<file path="src/rtl/popcount_pkg.sv">
// Shared constants, state type and pattern-boundary helpers for the
// popcount pattern generator.
package popcount_pkg;

    localparam int WIDTH = 8;
    localparam int CW    = $clog2(WIDTH + 1);

    typedef enum logic [1:0] {
        IDLE = 2'd0,
        EMIT = 2'd1,
        FIN  = 2'd2
    } state_t;

    // Smallest WIDTH-bit value with k ones: the k low bits set.
    // Computed one bit wider so that k == WIDTH does not overflow.
    function automatic logic [WIDTH-1:0] first_pat(input logic [CW-1:0] k);
        logic [WIDTH:0] one_w;
        logic [WIDTH:0] t;
        one_w = {{WIDTH{1'b0}}, 1'b1};
        t     = (one_w << k) - one_w;
        return t[WIDTH-1:0];
    endfunction

    // Largest WIDTH-bit value with k ones: the k high bits set.
    function automatic logic [WIDTH-1:0] last_pat(input logic [CW-1:0] k);
        logic [WIDTH-1:0] f;
        f = first_pat(k);
        return f << (WIDTH - int'(k));
    endfunction

endpackage

</file>
<file path="src/rtl/popcount_next_pattern.sv">
// Combinational same-popcount successor (Gosper's hack). For an input x
// with k ones, next is the smallest larger value with k ones. All math is
// one bit wider than the pattern so the carry out of the MSB is dropped.
module popcount_next_pattern #(
    parameter int WIDTH = 8
) (
    input  logic [WIDTH-1:0] x,
    output logic [WIDTH-1:0] next
);

    localparam int CTZW = $clog2(WIDTH + 1);

    logic [WIDTH:0] x_ext;
    logic [WIDTH:0] low_bit;
    logic [WIDTH:0] ripple;
    logic [WIDTH:0] moved;
    logic [WIDTH:0] result;
    logic [CTZW-1:0] ctz;

    assign x_ext   = {1'b0, x};
    assign low_bit = x_ext & (~x_ext + {{WIDTH{1'b0}}, 1'b1});
    assign ripple  = x_ext + low_bit;

    // Index of the lowest set bit of x (zero when x is zero).
    always_comb begin
        ctz = '0;
        for (int i = WIDTH - 1; i >= 0; i--) begin
            if (low_bit[i]) begin
                ctz = CTZW'(i);
            end
        end
    end

    // Bits displaced by the carry ripple, right-justified back to the bottom.
    assign moved  = ((ripple ^ x_ext) >> 2) >> ctz;
    assign result = ripple | moved;
    assign next   = result[WIDTH-1:0];

endmodule

</file>
<file path="src/rtl/popcount_pattern_gen.sv">
// Streams every WIDTH-bit pattern with exactly k ones, in ascending order,
// over a valid/ready handshake. One pattern per clock when the sink is ready.
module popcount_pattern_gen
    import popcount_pkg::*;
#(
    parameter int WIDTH = popcount_pkg::WIDTH,
    parameter int CW    = popcount_pkg::CW,
    parameter int NW    = 8
) (
    input  logic             clk,
    input  logic             rst_n,
    input  logic             start,
    input  logic [CW-1:0]    count_in,
    output logic             busy,
    output logic             pat_valid,
    input  logic             pat_ready,
    output logic [WIDTH-1:0] pat_data,
    output logic             pat_last,
    output logic [NW-1:0]    pat_idx,
    output logic             done,
    output logic             err
);

    localparam logic [CW:0] MAX_K = (CW + 1)'(WIDTH);

    state_t           state_reg;
    logic [CW-1:0]    k_reg;
    logic [WIDTH-1:0] pat_data_reg;
    logic [NW-1:0]    pat_idx_reg;
    logic             pat_valid_reg;
    logic             busy_reg;
    logic             done_reg;
    logic             err_reg;
    logic [WIDTH-1:0] pat_next;
    logic             transfer;

    popcount_next_pattern #(
        .WIDTH(WIDTH)
    ) u_next (
        .x   (pat_data_reg),
        .next(pat_next)
    );

    assign transfer  = pat_valid_reg & pat_ready;
    assign pat_valid = pat_valid_reg;
    assign pat_data  = pat_data_reg;
    assign pat_idx   = pat_idx_reg;
    assign busy      = busy_reg;
    assign done      = done_reg;
    assign err       = err_reg;
    // The final pattern is the one with all k ones packed at the top.
    assign pat_last  = pat_valid_reg && (pat_data_reg == last_pat(k_reg));

    // Sequence control: accept start, advance on each transfer, pulse done.
    always_ff @(posedge clk or negedge rst_n) begin
        if (!rst_n) begin
            state_reg     <= IDLE;
            k_reg         <= '0;
            pat_data_reg  <= '0;
            pat_idx_reg   <= '0;
            pat_valid_reg <= 1'b0;
            busy_reg      <= 1'b0;
            done_reg      <= 1'b0;
            err_reg       <= 1'b0;
        end else begin
            done_reg <= 1'b0;
            err_reg  <= 1'b0;
            case (state_reg)
                IDLE: begin
                    if (start) begin
                        if ({1'b0, count_in} > MAX_K) begin
                            err_reg <= 1'b1;
                        end else begin
                            k_reg         <= count_in;
                            pat_data_reg  <= first_pat(count_in);
                            pat_idx_reg   <= '0;
                            pat_valid_reg <= 1'b1;
                            busy_reg      <= 1'b1;
                            state_reg     <= EMIT;
                        end
                    end
                end
                EMIT: begin
                    if (transfer) begin
                        if (pat_last) begin
                            // Done pulses and busy drops in the same cycle.
                            pat_valid_reg <= 1'b0;
                            busy_reg      <= 1'b0;
                            done_reg      <= 1'b1;
                            state_reg     <= FIN;
                        end else begin
                            pat_data_reg <= pat_next;
                            pat_idx_reg  <= pat_idx_reg + NW'(1);
                        end
                    end
                end
                FIN: begin
                    // Single cycle to let done complete; start is ignored here.
                    state_reg <= IDLE;
                end
                default: begin
                    state_reg <= IDLE;
                end
            endcase
        end
    end

endmodule

</file>
<file path="config.mk">
export PLATFORM = sky130hd
export DESIGN_NAME = popcount_pattern_gen
export DESIGN_NICKNAME = d
export VERILOG_FILES = /design/src/rtl/popcount_pkg.sv /design/src/rtl/popcount_next_pattern.sv /design/src/rtl/popcount_pattern_gen.sv
export SDC_FILE = /design/constraint.sdc
export NUM_CORES = 1
export LEC_CHECK = 0
export CORE_MARGIN = 2
export CORE_UTILIZATION = 52
export CTS_BUF_LIST = sky130_fd_sc_hd__clkbuf_4 sky130_fd_sc_hd__clkbuf_8 sky130_fd_sc_hd__clkbuf_16
export CTS_CLUSTER_SIZE = 10
export DETAILED_ROUTE_END_ITERATION = 12
export PLACE_DENSITY = 0.85
export SYNTH_ARGS = -nofsm -noshare
export SYNTH_HDL_FRONTEND = slang
export SYNTH_SLANG_ARGS = --single-unit
</file>
<file path="constraint.sdc">
create_clock -name clk -period 4.3 [get_ports clk]
set_input_delay 0.86 -clock clk [delete_from_list [all_inputs] [get_ports clk]]
set_output_delay 0.86 -clock clk [all_outputs]
set_load 0.02 [all_outputs]
</file>
==> impl_metrics.yaml <==
timing:
  hold_ws_ns: 0.5580
  finClkSkew_ns: 0.005055
  timing.setup.tns_ns: 0
  clock.fmax_ghz: 0.2377
  finalHoldViolations: 0
  worstMarginPinSlew_ns: 1.133
  period_share_pct: 97.85
  setup_ws_ns: 0.09248
  finalCriticalPeriod_ns: 4.208
  relSlewSlack_pct: 24.23
  setup_viol_count_final: 0
  slew_violations: 0
place:
  placed_cells: 463
  dp_hpwl_microns: 5788
  port_buffers: 28
  pre_cts_ws_ns: -0.09252
  gp_congestion: 0.9208
  place_area_sq_mm: 0.003188
synthesis:
  netlist_area_sq_mm: 0.002665
  netlist.area_leader.share_pct: 23.47
  ys_seq_area_share_pct: 23.47
  yosysMostFrequentCell: "o21ai_0"
  syn_nets: 376
  synth_top_area_cell: "dfrtp_1"
  synth_commonest_cells: "35 x o21ai_0, 30 x a21oi_1, 30 x nand2_1, 30 x nor2_1, 25 x dfrtp_1"
  synthCells: 359
  synth_warnings: 0
  synth_top_cells_by_area: "dfrtp_1 23%, o21ai_0 6.6%, a21oi_1 5.6%"
  netlist-cell-type-count: 66
  syn_avg_cell_area_sq_um: 7.424
  ys.flop_type: "dfrtp_1"
  ys_ff_latch: 25
  synth_edf_count: 0
  synthArstFlopShare_pct: 100.0
route:
  wl_met1_microns: 3315
  drcViolationCount: 0
  first_iter_violations: 540
  via_per_inst: 6.489
  met3_length_microns: 597
  ant_nets: 0
  route.vias.total: 3037
  highest_layer: "met4"
  drtPass1Iterations: 5
  wl_met2_microns: 3891
  avgRoutedWirePerCell_microns: 17.06
  wl_microns: 7985
setup_path:
  crit_start: "k_reg[0]"
  timing.rr.start: "k_reg[0]"
  crit_path_end: "pat_last"
  crit_arrival_ns: 3.35
  ff2ff_setup_slack_ns: 0.36
  required_ns: 3.44
  path_class: "flop to output pin"
  ff2ff_path_depth: 14
  cp-end-kind: "output pin"
  cp-start-kind: "flop"
  critPathMaxFanout: 3
  regToRegEndpoint: "pat_idx[2]"
global_route:
  grt_pass1_wl_microns: 12700
  antenna_found_initial: 0
  grt_usage_pct: 28.15
  grt-ovfl-total: 0
  grt_pass1_vias: 2732
  grt_max_degree: 26
min_path:
  hold_class: "flop to flop"
pwr:
  p_per_area_mw_per_mm2: 952.0
  p_leak_nw: 1.319
  ir_drop_mv: 0.5181
die:
  ioPinCount: 29
  die_h_microns: 75.59
  coreArea_sq_mm: 0.005010
  rows: 26
  die-area_sq_mm: 0.005714
  die_w_microns: 75.59
  start_util_pct: 53.20
clock_tree:
  clockBufferDepth: 2
  clk_latency_ns: 0.27
  cts.clk_slew.worst_paths_ns: 0.09
  cts-root-buf: "clkbuf_8"
  cts_tree: "built"
  htree_levels: 1
  cts_sinks: 25
  cts_buffers: 3
cells_and_area:
  final_cell_count_no_fill: 468
  final_nets: 416
  final_area_sq_mm: 0.003293
  drive_above_1_share_pct: 16.33
  fill_cells: 409
  diodes: 0
  area_growth_pct: 23.57
outcome:
  status: "finished clean"
run:
  drv_cap: 0
==> routing by layer <==
layer	vias up	global-route usage [%]
met3	19	2.116
met5	-	0
li1	1422	-
met1	1409	38.85
met4	0	12.09
met2	187	45.51
==> report_power, final <==
group	leakage (nW)	internal (W)	total [W]	switching (W)
combinational	0.978	0.00111	0.00251	0.00140
clock	0.0262	0.0000727	0.000147	0.0000747
sequential	0.314	0.000320	0.000478	0.000158
total	1.32	0.00150	0.00314	0.00163
==> timing repair <==
item / 4_1_cts / 5_1_grt
setup endpoints to repair: 1 / 1
hold endpoints to repair: 0 / 0
setup buffers: 0 / 1
hold buffers: 0 / 0
pin swaps: 0 / 7
gates resized for setup: 5 / 14
==> worst min-delay path by stage <==
stage                          start    endpoint  slack (ns)  cells after the start
after global placement    pat_idx[1]  pat_idx[1]        0.55                      2
after floorplan                rst_n        busy        0.56                      0
after detailed placement  pat_idx[1]  pat_idx[1]        0.54                      2
after CTS                 pat_idx[1]  pat_idx[1]        0.56                      2
after global routing      pat_idx[1]  pat_idx[1]        0.59                      2
final                     pat_idx[1]  pat_idx[1]        0.56                      2
==> metrics by stage <==
step | power (W) | util [%]
floorplan | 0.002133 | -
global placement | 0.002774 | 63.64
detailed placement | 0.002839 | 63.64
CTS | 0.003013 | 64.84
global route | 0.003362 | 65.73
finish | 0.003135 | 65.73
==> worst max-delay path: stages (launching register included) <==
cell and delay (ns):
dfrtp_1 0.40, clkinv_4 0.07, ha_4 0.17, ha_1 0.21
or4_4 0.56, and3_4 0.21, o311ai_4 0.24, a311oi_1 0.14
mux2_2 0.29, or4_4 0.51, nor2_4 0.15, buf_6 0.13
==> cell usage in the layout (no fill, tap or decap), types with 6 or more instances in the layout <==
| master | n |
|---|---|
| nand2b_1 | 12 |
| a21oi_1 | 28 |
| o31ai_1 | 6 |
| dfrtp_1 | 25 |
| inv_1 | 12 |
| a211oi_1 | 8 |
| a21o_1 | 7 |
| nand2_1 | 30 |
| mux2i_1 | 7 |
| nand3_1 | 17 |
| buf_4 | 33 |
| nor2b_1 | 8 |
| o21ai_0 | 34 |
| clkdlybuf4s50_1 | 27 |
| nand4_1 | 6 |
| or3_1 | 8 |
| nor3_1 | 8 |
| nor2_1 | 28 |
==> cell families (layout without fill, tap and decap cells) <==
kind of cell	after synthesis	in the layout	share of synthesized area [%]
adders and majority gates	9	9	4.225
xor gates and xnor gates	5	5	1.643
AOI/OAI and AO/OA	124	124	31.08
muxes	10	10	3.897
and+or+nand+nor	146	146	28.97
DFF	25	25	23.47
buffers and inverters	40	79	6.713
==> final cells by class <==
type                    count  area (sq um)  share of cell area, %
clock buffers               4         48.80                  1.482
inverters                  14         57.56                  1.748
multi-input cells         294          1944                  59.04
flip-flops and latches     25         625.6                  19.00
well taps                  70         87.58                  2.660
repair buffers             61         529.3                  16.07
Note: power is estimated with default switching activity, not from simulation.
